[src/rtl/adder_arbiter.sv]
// ---------------------------------------------------------------------------
// adder_arbiter
//
// Round-robin arbiter and sequencer in front of one shared combinational
// adder. One requester wins each time the block is idle. Its operands are
// latched and presented to the adder for one cycle. The sum and carry-out are
// then registered and held, together with the owner's index, until the
// consumer accepts them.
//
// Ports
//   clk        rising-edge clock
//   rst        synchronous, active-high reset
//   req_valid  [NREQ]        requester i has an operation pending
//   req_ready  [NREQ]        one-hot accept strobe (zero when nothing taken)
//   req_a/b    [NREQ*WIDTH]  operands, requester i at [i*WIDTH +: WIDTH]
//   req_cin    [NREQ]        carry-in per requester
//   add_a/b    [WIDTH]       operands driven to the shared adder
//   add_cin                  carry-in driven to the shared adder
//   add_sum    [WIDTH]       sum returned by the shared adder
//   add_cout                 carry-out returned by the shared adder
//   res_valid                result available
//   res_ready                consumer accepts the result
//   res_sum    [WIDTH]       registered sum
//   res_cout                 registered carry-out
//   res_id     [IDW]         index of the requester that owns the result
//   busy                     high whenever the sequencer is not idle
// ---------------------------------------------------------------------------
module adder_arbiter #(
  parameter  int WIDTH = 16,
  parameter  int NREQ  = 4,
  localparam int IDW   = $clog2(NREQ)
) (
  input  logic                  clk,
  input  logic                  rst,
  input  logic [NREQ-1:0]       req_valid,
  output logic [NREQ-1:0]       req_ready,
  input  logic [NREQ*WIDTH-1:0] req_a,
  input  logic [NREQ*WIDTH-1:0] req_b,
  input  logic [NREQ-1:0]       req_cin,
  output logic [WIDTH-1:0]      add_a,
  output logic [WIDTH-1:0]      add_b,
  output logic                  add_cin,
  input  logic [WIDTH-1:0]      add_sum,
  input  logic                  add_cout,
  output logic                  res_valid,
  input  logic                  res_ready,
  output logic [WIDTH-1:0]      res_sum,
  output logic                  res_cout,
  output logic [IDW-1:0]        res_id,
  output logic                  busy
);

  typedef enum logic [1:0] {
    IDLE = 2'd0,
    CALC = 2'd1,
    DONE = 2'd2
  } state_t;

  state_t           state;
  state_t           state_d;
  logic [IDW-1:0]   ptr;
  logic [IDW-1:0]   id;
  logic [WIDTH-1:0] op_a;
  logic [WIDTH-1:0] op_b;
  logic             op_cin;

  logic             win_any;
  logic [IDW-1:0]   win_id;
  logic             accept;

  // (base + off) mod NREQ. Both terms are below NREQ, so one conditional
  // subtraction is enough, and unused indices (NREQ not a power of two) are
  // never produced.
  function automatic logic [IDW-1:0] rr_index(input logic [IDW-1:0] base,
                                              input int             off);
    int sum;
    sum = int'(base) + off;
    if (sum >= NREQ) sum = sum - NREQ;
    return IDW'(sum);
  endfunction

  // Scan from the highest offset down so the last hit is the requester
  // closest to ptr, i.e. the first one in round-robin order.
  // NOTE: every always_comb output gets a default before any branch;
  // otherwise a path that skips an assignment infers a latch.
  always_comb begin
    win_any = 1'b0;
    win_id  = '0;
    for (int k = NREQ - 1; k >= 0; k--) begin
      if (req_valid[rr_index(ptr, k)]) begin
        win_any = 1'b1;
        win_id  = rr_index(ptr, k);
      end
    end
  end

  assign accept = (state == IDLE) && win_any && !rst;

  always_comb begin
    req_ready = '0;
    if (accept) req_ready[win_id] = 1'b1;
  end

  // Next-state logic
  always_comb begin
    state_d = state;
    case (state)
      IDLE:    if (win_any)   state_d = CALC;
      CALC:                   state_d = DONE;
      DONE:    if (res_ready) state_d = IDLE;
      default:                state_d = IDLE;
    endcase
  end

  // NOTE: sequential state uses non-blocking assignments only, so every
  // register samples the pre-edge values regardless of statement order.
  always_ff @(posedge clk) begin
    if (rst) state <= IDLE;
    else     state <= state_d;
  end

  // Datapath registers. The reset sits inside the clocked block, so it is
  // synchronous and every register, including the operand latch, clears.
  always_ff @(posedge clk) begin
    if (rst) begin
      ptr      <= '0;
      id       <= '0;
      op_a     <= '0;
      op_b     <= '0;
      op_cin   <= 1'b0;
      res_sum  <= '0;
      res_cout <= 1'b0;
      res_id   <= '0;
    end else begin
      if (accept) begin
        op_a   <= req_a[win_id*WIDTH +: WIDTH];
        op_b   <= req_b[win_id*WIDTH +: WIDTH];
        op_cin <= req_cin[win_id];
        id     <= win_id;
      end
      if (state == CALC) begin
        res_sum  <= add_sum;
        res_cout <= add_cout;
        res_id   <= id;
      end
      // The owner of the retired result drops to lowest priority.
      if (state == DONE && res_ready) begin
        ptr <= (id == IDW'(NREQ - 1)) ? '0 : id + 1'b1;
      end
    end
  end

  // The adder inputs follow the operand registers in every state, so they
  // change only at an accept edge.
  assign add_a     = op_a;
  assign add_b     = op_b;
  assign add_cin   = op_cin;

  assign res_valid = (state == DONE);
  assign busy      = (state != IDLE);

endmodule

[config.mk]
export PLATFORM = sky130hd
export DESIGN_NAME = adder_arbiter
export DESIGN_NICKNAME = d
export VERILOG_FILES = /design/src/rtl/adder_arbiter.sv
export SDC_FILE = /design/constraint.sdc
export NUM_CORES = 1
export LEC_CHECK = 0
export CORE_AREA = 2 2 116 118
export CTS_CLUSTER_SIZE = 25
export DETAILED_ROUTE_END_ITERATION = 6
export DIE_AREA = 0 0 118 120
export DONT_BUFFER_PORTS = 1
export GPL_ROUTABILITY_DRIVEN = 0
export PLACE_DENSITY = 0.36
export SYNTH_ARGS = -nofsm -noshare
export SYNTH_HDL_FRONTEND = slang
export SYNTH_SLANG_ARGS = --single-unit
[constraint.sdc]
create_clock -name clk -period 1.5 [get_ports clk]
set_input_delay 0.15 -clock clk [delete_from_list [all_inputs] [get_ports clk]]
set_output_delay 0.15 -clock clk [all_outputs]
set_load 0.01 [all_outputs]
# Yosys cells after proc, flatten, opt, wreduce, memory -nomap -nowiden
# Index checks and enable logic that the tools add are counted.
[word_totals]
ff_bits = 58
output_inout_bits = 58
[classes]
n_addsub = 8
n_lt_le_gt_ge = 10
n_eq_ne = 5
shifts = 2
muxes = 29
reduce_logical = 8
[ops]
columns = ["op", "count"]
rows = [
  ["variable part select 64 x 7 -> 16 bit", 2],
  ["2-to-1 mux 2 bit", 11],
  ["less-than comparator 2 x 3 -> 1 bit (second input constant)", 5],
  ["binary-select mux 1 bit (select 2 bit)", 5],
  ["2-to-1 mux 1 bit", 10],
  [">= comparator 3 bit (second input constant)", 3],
  ["subtractor 2 x 1 -> 2 bit (second input constant)", 4],
  ["adder 2 x 2 -> 3 bit (second input constant)", 2],
  ["case mux 2 bit (3 select lines)", 1],
  ["equality test 2 bit (second input constant)", 2],
  ["logical AND 1 bit", 4],
  ["2-to-1 mux 4 bit", 1],
  ["adder 2 x 1 -> 3 bit (second input constant)", 1],
  [">= comparator 2 x 3 -> 1 bit (second input constant)", 1],
  ["adder 2 x 1 -> 2 bit (second input constant)", 1],
  ["demux 1 bit (select 2 bit)", 1],
  ["equality test 2 x 1 -> 1 bit (second input constant)", 1],
  [">= comparator 2 x 1 -> 1 bit (second input constant)", 1],
  ["zero test 2 bit", 1],
  ["!= test 2 x 1 -> 1 bit (second input constant)", 1],
  ["!= test 2 bit (second input constant)", 1],
  ["AND reduction 2 bit", 1],
  ["nonzero test 2 bit", 1],
  ["zero test 1 bit", 1],
]

# Depth between registers and ports, before layout
# Gate-level depths: netlist (run 1).
[logic_depth]
word_depth = 14
ltp_mapped = 8
ltp_nobuf = 5

# Worst setup path before layout (run 1)
# Ideal clock, no wire load.
[synth_timing]
path_type = "reg2reg"
startpoint = "reg ptr[1]"
endpoint = "reg op_a[0] (netlist: add_a[0])"
setup_ns = 0.133
arrival_time_ns = 1.483
slack_ns = -0.116
stages_incl_launch_ff = 9
path_buffers = 3
cell_sequence = "dfxtp_1 -> buf_2 -> nand2_1 -> a211oi_2 -> nor2_2 -> buf_6 -> buf_6 -> mux2i_1 -> o221ai_1"
[synth_via]
elab_chain_cells = 11
elab_cells_between_ends = 34
cone_classes = "7 x add/sub; 4 x order compare; 1 x shift; 20 x mux; 2 x reduce/logical"
[synth_lines]
columns = ["item", "line_no", "rtl"]
rows = [
  ["start, declared", "61", "logic [IDW-1:0] ptr;"],
  ["start signal, assigned", "148", "ptr <= (id == IDW'(NREQ - 1)) ? '0 : id + 1'b1;"],
  ["branches (longest 11 deep; another with adder 2 x 2 -> 3 bit)", "-", ""],
  ["end signal, assigned", "136", "op_a <= req_a[win_id*WIDTH +: WIDTH];"],
  ["end, declared", "63", "logic [WIDTH-1:0] op_a;"],
]
# Several ways; the timed one is not identified. The select of a mux whose other input is x is not followed.
# A chain may end at the register's enable or synchronous reset.

# Final worst setup path (run 1)
[layout_timing]
startpoint = "reg ptr[0]"
endpoint = "out req_ready[2]"
[layout_via]
elab_chain_cells = 14
elab_cells_between_ends = 39
cone_classes = "7 x add/sub; 6 x order compare; 23 x mux; 3 x reduce/logical"
[layout_lines]
columns = ["item", "line_no", "rtl"]
rows = [
  ["adder 2 x 2 -> 3 bit", "77", "sum = int'(base) + off;"],
  [">= comparator 3 bit / subtractor 2 x 1 -> 2 bit (equally long branches)", "78", "if (sum >= NREQ) sum = sum - NREQ;"],
  ["2-to-1 mux 2 bit", "78", ""],
  ["binary-select mux 1 bit (select 2 bit)", "90", "if (req_valid[rr_index(ptr, k)]) begin"],
  ["2-to-1 mux 1 bit (not written as such)", "90", ""],
  ["2-to-1 mux 2 bit (4 in series)", "90", ""],
  ["less-than comparator 2 x 3 -> 1 bit (not written as such) / >= comparator 2 x 1 -> 1 bit (equally long branches)", "101", "if (accept) req_ready[win_id] = 1'b1;"],
  ["logical AND 1 bit (not written as such)", "101", ""],
  ["2-to-1 mux 1 bit (not written as such)", "101", ""],
  ["demux 1 bit (select 2 bit)", "101", ""],
  ["2-to-1 mux 4 bit (*)", "101", ""],
  ["end, declared", "36", "output logic [NREQ-1:0] req_ready,"],
]
# Every way passes the cells marked *; elsewhere a longest branch is shown, timed or not. The select of a mux whose other input is x is not followed.

==> results.txt, run 1 <==
----------------------------------------------------
[Critical path]
  Crit path from ... ptr[0]$_SDFFE_PP0P_
  FF-to-FF path depth ... 8
  Stages on the worst setup path ... 6
  Max stage delay cell, worst path ... sky130_fd_sc_hd__dfxtp_4
  Cell repeated most along the worst path ... sky130_fd_sc_hd__buf_6
  Family with the most delay on the worst path ... compound AO/OA/AOI/OAI gates
  Slowest stage delay, CP ... 0.36 ns
  Max Fanout on Critical Path ... 4
  Data arrival time at the worst-slack endpoint ... around 1.5 ns
  Path type of the worst setup path ... reg -> out
  Worst R2R Start ... ptr[0]$_SDFFE_PP0P_
  Worst endpoint required time ... 1.35 ns
  Number of buffer and inverter stages on the critical path ... 2
  Crit start category ... flop
  Crit path cell chain ... nand2b_4 -> a21boi_4 -> o221a_4 -> buf_6 -> nor2_4 -> buf_6
  Type of element capturing the critical path ... output port

[Logic synthesis]
  Synthesized area ... 3160 um^2
  Synthesized netlist net count ... 510
  Post-synthesis average cell area ... 8.94 um^2
  Portion of netlist area occupied by mux cells ... 15.5%
  Share of the synthesized netlist area taken by xor and xnor gates ... 0%
  Synth Area in Compound Gates ... a little over a fifth
  Number of warnings reported in the yosys synthesis log ... 0
  Dominant register cell in the synthesized netlist ... sky130_fd_sc_hd__dfxtp_1
  Fraction of synthesis flops using an asynchronous set or reset pin ... 0%
  Sequential cell area fraction in the yosys report ... a little under two fifths
  Largest family of logic cells by synthesized area ... compound AO/OA/AOI/OAI gates
  Count of mapped cells out of synthesis ... between 300 and 400
  Post-synth cell types ... 40
  Post-synth EDFFs ... 0
  Simple-gate area share of the yosys netlist ... 19.8%
  Number of storage elements in the synthesis netlist ... 58
  Adder-cell share of the synthesized area ... less than 1%

[Global route]
  Antenna violations before repair ... 0
  Largest net degree at the start of global routing ... 37
  Global-route usage over all layers ... 16.7%
  First-pass GRT wire length ... 17.9 mm
  Via count of the first global-routing pass ... ~3200
  Overflow left after global routing ... 0

[Cells and area]
  Number of nets in the final layout ... 581
  Proportion of layout cells with a drive suffix above 1 ... 30.3%
  Area Growth Syn to Fin ... 52.9%
  Leading cell type in the layout, fill and taps excluded ... sky130_fd_sc_hd__dfxtp_1
  Post-route design area ... 4830 um^2
  Commonest non-fill, non-tap cells in the layout ... 55 x sky130_fd_sc_hd__dfxtp_1, 47 x sky130_fd_sc_hd__nand2_1, 38 x sky130_fd_sc_hd__mux2i_1
  Final core occ ... between 30 and 40%
  N_diodes ... 0

[Routing]
  Routed Antenna Nets ... 0
  Initial DRC count ... 133
  Routed via count divided by cell count ... approximately 5.0
  Post-detailed-route wirelength per cell ... between 15 and 20 um
  Initial DRT Pass Iterations ... 4
  DR DRC count ... 0
  Post-Route WL ... around 12 mm
  Vias after detailed routing ... 3055

[Clock network]
  TritonCTS clock tree ... yes
  Clock buffers created by TritonCTS ... 9
  CTS clock-pin slew for the worst setup and hold paths ... about 0.06 ns
  # H-tree levels ... 3
  Clock net sink count ... between 50 and 60
  Clock tree root buffer cell ... sky130_fd_sc_hd__clkbuf_16
  Maximum clock insertion buffer count ... 2
  Latest clock arrival within the worst-skew pair ... ~0.34 ns

[Floorplan]
  Die Span Y ... 120 um
  Boundary Pins ... 214
  Die width ... 118 um
  Die footprint ... between 10000 and 15000 um^2
  Area of the core region ... 13000 um^2
  Number of rows in the core area ... 42
  Starting density of the core ... 24.3%

[Timing]
  Post-route clock skew ... about 0.007 ns
  Slew margin rel. ... roughly four fifths
  Total count of max-transition violations in the final report ... 0
  Final critical-path setup slack ... -0.176 ns
  Transition at the pin with the smallest max-transition slack ... 0.307 ns
  Crit share post-route ... 112%
  Final hold viol count ... 0
  Fmax ... 0.597 GHz
  Worst hold slack across all endpoints ... roughly 0.019 ns
  Unrepaired setup endpoints after global routing ... true
  Post-layout min period ... 1.68 ns
  Final Setup Violations ... 37

[Min path]
  Cell depth of the worst min-delay path ... 2
  Worst Hold Launch ... req_b[31]
  Path class of the lowest-slack min-delay path ... in -> reg

[Placement]
  Detailed placer's ending HPWL ... between 7 and 8 mm
  Placed cell area ... 3540 um^2
  Port Buf Inserts ... 0

[Pwr]
  Pwr/cell area ... 1090 nW/um^2
  Leakage power ... 1.82 nW
  Worst IR drop on VDD ... just under 0.5 mV

[Outcome]
  Status ... finished with violations
  Violations in the final reports ... negative setup slack

[Job]
  Max-cap violation count ... 0

----------------------------------------------------
## cell type report
| type | instances | area (um^2) |
|---|---|---|
| well taps | 176 | 220 |
| flip-flops and latches | 58 | 1170 |
| fillers | 1320 | 8150 |
| clock inverters | 5 | 52.6 |
| inverters | 3 | 11.3 |
| multi-input cells | 263 | 2080 |
| clock buffers | 11 | 253 |
| repair buffers | 89 | 1040 |
## cell usage after synthesis, drive strengths merged, types with 3 or more instances
cell    instances  area share (%)
dfxtp          58              37
nand2          52             6.3
mux2i          49              16
a21oi          39             6.7
o221ai         29             8.8
nand3b         20             4.8
buf            19             4.0
nand3          17             2.7
clkbuf         10             1.2
and3            8             2.2
nor2            7            0.99
a21o            6             1.4
o21ai           6            0.95
nor2b           5            0.99
a31oi           4            0.79
o21bai          4            0.95
inv             3            0.36
nand2b          3            0.59
## through the flow
stage	setup WS (ns)	std cells	power [mW]	TNS [ns]
after floorplan	0.00413	353	2.54	0
after global placement	-0.128	533	2.79	-3.59
after detailed placement	-0.179	533	2.80	-4.49
after CTS	-0.195	608	5.35	-4.01
after global routing	-0.236	605	5.52	-5.64
final	-0.176	605	5.25	-2.94
## sequential cells by signal (all words and copies together), names as in the netlist
name      count
add_a        16
add_b        16
add_cin       1
id            2
ptr           2
res_cout      1
res_id        2
res_sum      16
state         2
## repair_timing
action,4_1_cts,5_1_grt
endpoints found under the setup margin,37,38
endpoints found under the hold margin,37,0
cloned,9,0
hold buffers,33,0
gates resized for setup,65,14
buffers inserted,17,0
pin swaps,27,11
## path summary, 6_finish.rpt
path	slack, ns	end
worst max register to register	-0.16	add_b[14]$_SDFFE_PP0P_
worst min-delay path	0.02	add_b[15]$_SDFFE_PP0P_
worst min register to register	0.49	id[1]$_SDFFE_PP0P_
worst max-delay path	-0.18	req_ready[2]
## report_power, final
group / internal (mW) / switching [mW]
Sequential: 1.71 / 0.203
Clock: 1.37 / 0.742
Combinational: 0.641 / 0.587
Total: 3.72 / 1.53
## routing by layer
metal | track usage, % | vias up | routed length, um
li1 | - | 1455 | -
met1 | 20.3 | 1483 | 4930
met2 | 27.7 | 103 | 5880
met3 | 4.18 | 14 | 642
met4 | 7.76 | 0 | 237
met5 | 0 | - | 0
## kinds of logic (layout without fill, tap and decap cells)
| family | after synthesis | in the layout |
|---|---|---|
| AOI/OAI and AO/OA | 96 | 96 |
| adders and majority gates | 1 | 1 |
| buffers and inverters | 32 | 108 |
| DFF | 58 | 58 |
| muxes | 49 | 49 |
| and+or+nand+nor | 117 | 117 |
(Power assumes the default switching activity.)
==> run 2, diff against run 1 <==
==> config.mk (replaced) <==
export PLATFORM = sky130hd
export DESIGN_NAME = adder_arbiter
export DESIGN_NICKNAME = d
export VERILOG_FILES = /design/src/rtl/adder_arbiter.sv
export SDC_FILE = /design/constraint.sdc
export NUM_CORES = 1
export LEC_CHECK = 0
export CORE_AREA = 2 2 83 85
export CTS_CLUSTER_SIZE = 20
export DETAILED_ROUTE_END_ITERATION = 6
export DIE_AREA = 0 0 85 87
export DONT_BUFFER_PORTS = 1
export GPL_ROUTABILITY_DRIVEN = 0
export GPL_TIMING_DRIVEN = 0
export PLACE_DENSITY = 0.63
export SYNTH_ARGS = -nofsm -noshare
export SYNTH_HDL_FRONTEND = slang
export SYNTH_SLANG_ARGS = --single-unit
==> run 2 against run 1 <==
The run ends with negative hold slack, negative setup slack left; clock skew increased by 0.0022 ns; fmax increased by 0.86%; sequential cell count unchanged; hold slack got worse by 0.019 ns; clock power decreased by 29%; largest power group is now registers; wire length decreased by 2.3%; sequential share of layout area decreased by 0.38 points; global-route usage increased by 11 points.
==> results.txt, run 2 (synthesized netlist as in run 1, its figures left out) <==
----------------------------------------------------
[Outcome]
  Status ... finished with violations
  Violations in the final reports ... negative hold slack, negative setup slack

[Clock network]
  Clock tree root buffer cell ... sky130_fd_sc_hd__clkbuf_8
  CTS clock-pin slew for the worst setup and hold paths ... 0.07 ns (about the same)
  TritonCTS clock tree ... yes
  Latest clock arrival within the worst-skew pair ... 0.34 ns (about the same)
  # H-tree levels ... 3 (unchanged)
  Maximum clock insertion buffer count ... 2 (unchanged)
  Clock net sink count ... 58 (unchanged)
  Clock buffers created by TritonCTS ... 9 (unchanged)

[Floorplan]
  Starting density of the core ... 48.0% (+24 points)
  Number of rows in the core area ... 30 (-29%)
  Die width ... 85 um (-28%)
  Area of the core region ... 6570 um^2 (-49%)
  Die footprint ... 7400 um^2 (-48%)
  Boundary Pins ... 214 (unchanged)
  Die Span Y ... 87 um (-28%)

[Global route]
  Antenna violations before repair ... 0 (unchanged)
  Overflow left after global routing ... 0 (unchanged)
  First-pass GRT wire length ... 16.2 mm (-9.4%)
  Via count of the first global-routing pass ... 3265 (+1.8%)
  Global-route usage over all layers ... 27.8% (+11 points)
  Largest net degree at the start of global routing ... 12 (-68%)

[Critical path]
  Crit path from ... ptr[0]$_SDFFE_PP0P_
  Crit path cell chain ... nand2b_4 -> a21boi_4 -> o221a_4 -> buf_6 -> nor2_4
  Data arrival time at the worst-slack endpoint ... 1.51 ns (-0.02 ns)
  Max stage delay cell, worst path ... sky130_fd_sc_hd__dfxtp_4
  Max Fanout on Critical Path ... 4 (unchanged)
  Path type of the worst setup path ... reg -> out
  Crit start category ... flop
  Slowest stage delay, CP ... 0.37 ns (about the same)
  Type of element capturing the critical path ... output port
  Worst endpoint required time ... 1.35 ns (about the same)
  Worst R2R Start ... ptr[0]$_SDFFE_PP0P_

[Job]
  Max-cap violation count ... 0 (unchanged)

[Placement]
  Port Buf Inserts ... 0 (unchanged)
  Placed cell area ... 3290 um^2 (-7.2%)
  Detailed placer's ending HPWL ... 6.43 mm (-13%)
  Total placed cells including tap cells ... 433 (-19%)

[Routing]
  Routed via count divided by cell count ... 6.15 (+22%)
  Routed Antenna Nets ... 0 (unchanged)
  Initial DRC count ... 130 (-2.3%)
  Vias after detailed routing ... 3279 (+7.3%)
  Initial DRT Pass Iterations ... 6 (+2)
  DR DRC count ... 0 (unchanged)
  Post-detailed-route wirelength per cell ... 21.4 um (+11%)
  Post-Route WL ... 11.4 mm (-2.3%)

[Cells and area]
  Commonest non-fill, non-tap cells in the layout ... 54 x sky130_fd_sc_hd__dfxtp_1, 45 x sky130_fd_sc_hd__nand2_1, 38 x sky130_fd_sc_hd__dlygate4sd3_1
  N_diodes ... 0 (unchanged)
  Proportion of layout cells with a drive suffix above 1 ... 36.4% (+6.1 points)
  Leading cell type in the layout, fill and taps excluded ... sky130_fd_sc_hd__dfxtp_1
  FF+latch area ... 1170 um^2 (+0.11%)
  Number of nets in the final layout ... 605 (+4.1%)
  Multi-input combinational cell area ... 2260 um^2 (+8.5%)
  Post-route design area ... 4910 um^2 (+1.7%)
  Number of fill cells in the layout ... 445 (-66%)
  Area Growth Syn to Fin ... 55.5%
  Non-Filler Instances ... 533 (-12%)

[Timing]
  Total count of max-transition violations in the final report ... 0 (unchanged)
  Crit share post-route ... 111% (-0.95 points)
  Final critical-path setup slack ... -0.162 ns (+0.0143 ns)
  Post-layout min period ... 1.66 ns (-0.0143 ns)
  Fmax ... 0.602 GHz (+0.86%)
  Post-route clock skew ... 0.00937 ns (+0.00215 ns)
  Worst hold slack across all endpoints ... -0.000611 ns (-0.0193 ns)
  Unrepaired setup endpoints after global routing ... true
  Transition at the pin with the smallest max-transition slack ... 0.608 ns (+0.301 ns)
  Slew margin rel. ... 59.5% (-20 points)
  Final hold viol count ... 1 (+1)
  Final Setup Violations ... 37 (unchanged)
  Summed negative setup slack over all endpoints ... -3.23 ns (-0.287 ns)

[Pwr]
  Worst IR drop on VDD ... 0.673 mV (+38%)
  Leakage power ... 1.85 nW (+1.5%)
  Pwr/cell area ... 972 nW/um^2 (-11%)

[Min path]
  Path class of the lowest-slack min-delay path ... in -> reg
  Worst Hold Launch ... req_a[0]

----------------------------------------------------
## run 2: changes by cell type in the layout (fill, tap and decap cells not counted), moves of 6 or more
| cell | delta |
|---|---|
| sky130_fd_sc_hd__buf_6 | +15 |
| sky130_fd_sc_hd__mux2i_1 | -12 |
| sky130_fd_sc_hd__o221ai_1 | -11 |
| sky130_fd_sc_hd__o221ai_2 | +11 |
| sky130_fd_sc_hd__clkbuf_8 | +9 |
| sky130_fd_sc_hd__clkbuf_1 | +7 |
| sky130_fd_sc_hd__mux2i_2 | +7 |
| sky130_fd_sc_hd__buf_16 | -6 |
| sky130_fd_sc_hd__clkbuf_16 | -6 |
| sky130_fd_sc_hd__dlygate4sd3_1 | +6 |
## run 2: area by class of cell
class,count,share of cell area [%]
multi-input cells,263,46.0
flip-flops and latches,58,23.9
repair buffers,85,18.3
plain buffers,28,5.41
clock buffers,10,2.80
well taps,80,2.04
clock inverters,6,1.35
inverters,3,0.229
## run 2: layer usage
| layer | vias to the layer above | wire [um] | track usage, % | part of all wire, % |
|---|---|---|---|---|
| met3 | 27 | 850 | 7.20 | 7.4 |
| met2 | 166 | 5820 | 46.5 | 51 |
| met1 | 1578 | 4460 | 32.9 | 39 |
| met5 | - | 0 | 0 | 0 |
| li1 | 1508 | - | - | - |
| met4 | 0 | 295 | 14.1 | 2.6 |
## run 2: critical path: cells and delay by family (launching register included)
kind	cells	cell delay, ns
AO/OA/AOI/OAI	2	0.41
flip-flops	1	0.37
AND/OR/NAND/NOR	2	0.26
buffers and inverters	1	0.13
## run 2: what timing repair did
item,in CTS,in global routing
hold endpoints to repair,32,1
setup endpoints to repair,49,40
hold buffers,37,1
gates cloned,3,5
gates resized for setup,65,80
pin swaps,21,31
setup buffers,34,6
## run 2: final timing paths
path / endpoint / slack (ns) / cells past startpoint
worst max-delay path: req_ready[2] / -0.16 / 5
worst min-delay path: add_a[0]$_SDFFE_PP0P_ / -0.0006 / 2
worst min register to register: res_sum[8]$_SDFFE_PP0N_ / 0.50 / 2
worst max register to register: add_b[8]$_SDFFE_PP0P_ / -0.16 / 7
## run 2: metrics by stage
stage               setup WS (ns)  total power [mW]  utilization (%)  hold WS [ns]
finish                     -0.162              4.77             74.7     -0.000611
global route               -0.254              4.96             74.7      0.000997
CTS                        -0.127              4.53             67.2       0.00111
detailed placement         -0.314              2.73             50.1         0.293
global placement           -0.272              2.71             50.1         0.289
floorplan                 0.00413              2.54                -         0.286
## run 2: power by group
part | total [mW] | switching (mW) | internal, mW
clock | 1.49 | 0.679 | 0.811
combinational | 1.37 | 0.647 | 0.719
sequential | 1.92 | 0.205 | 1.71
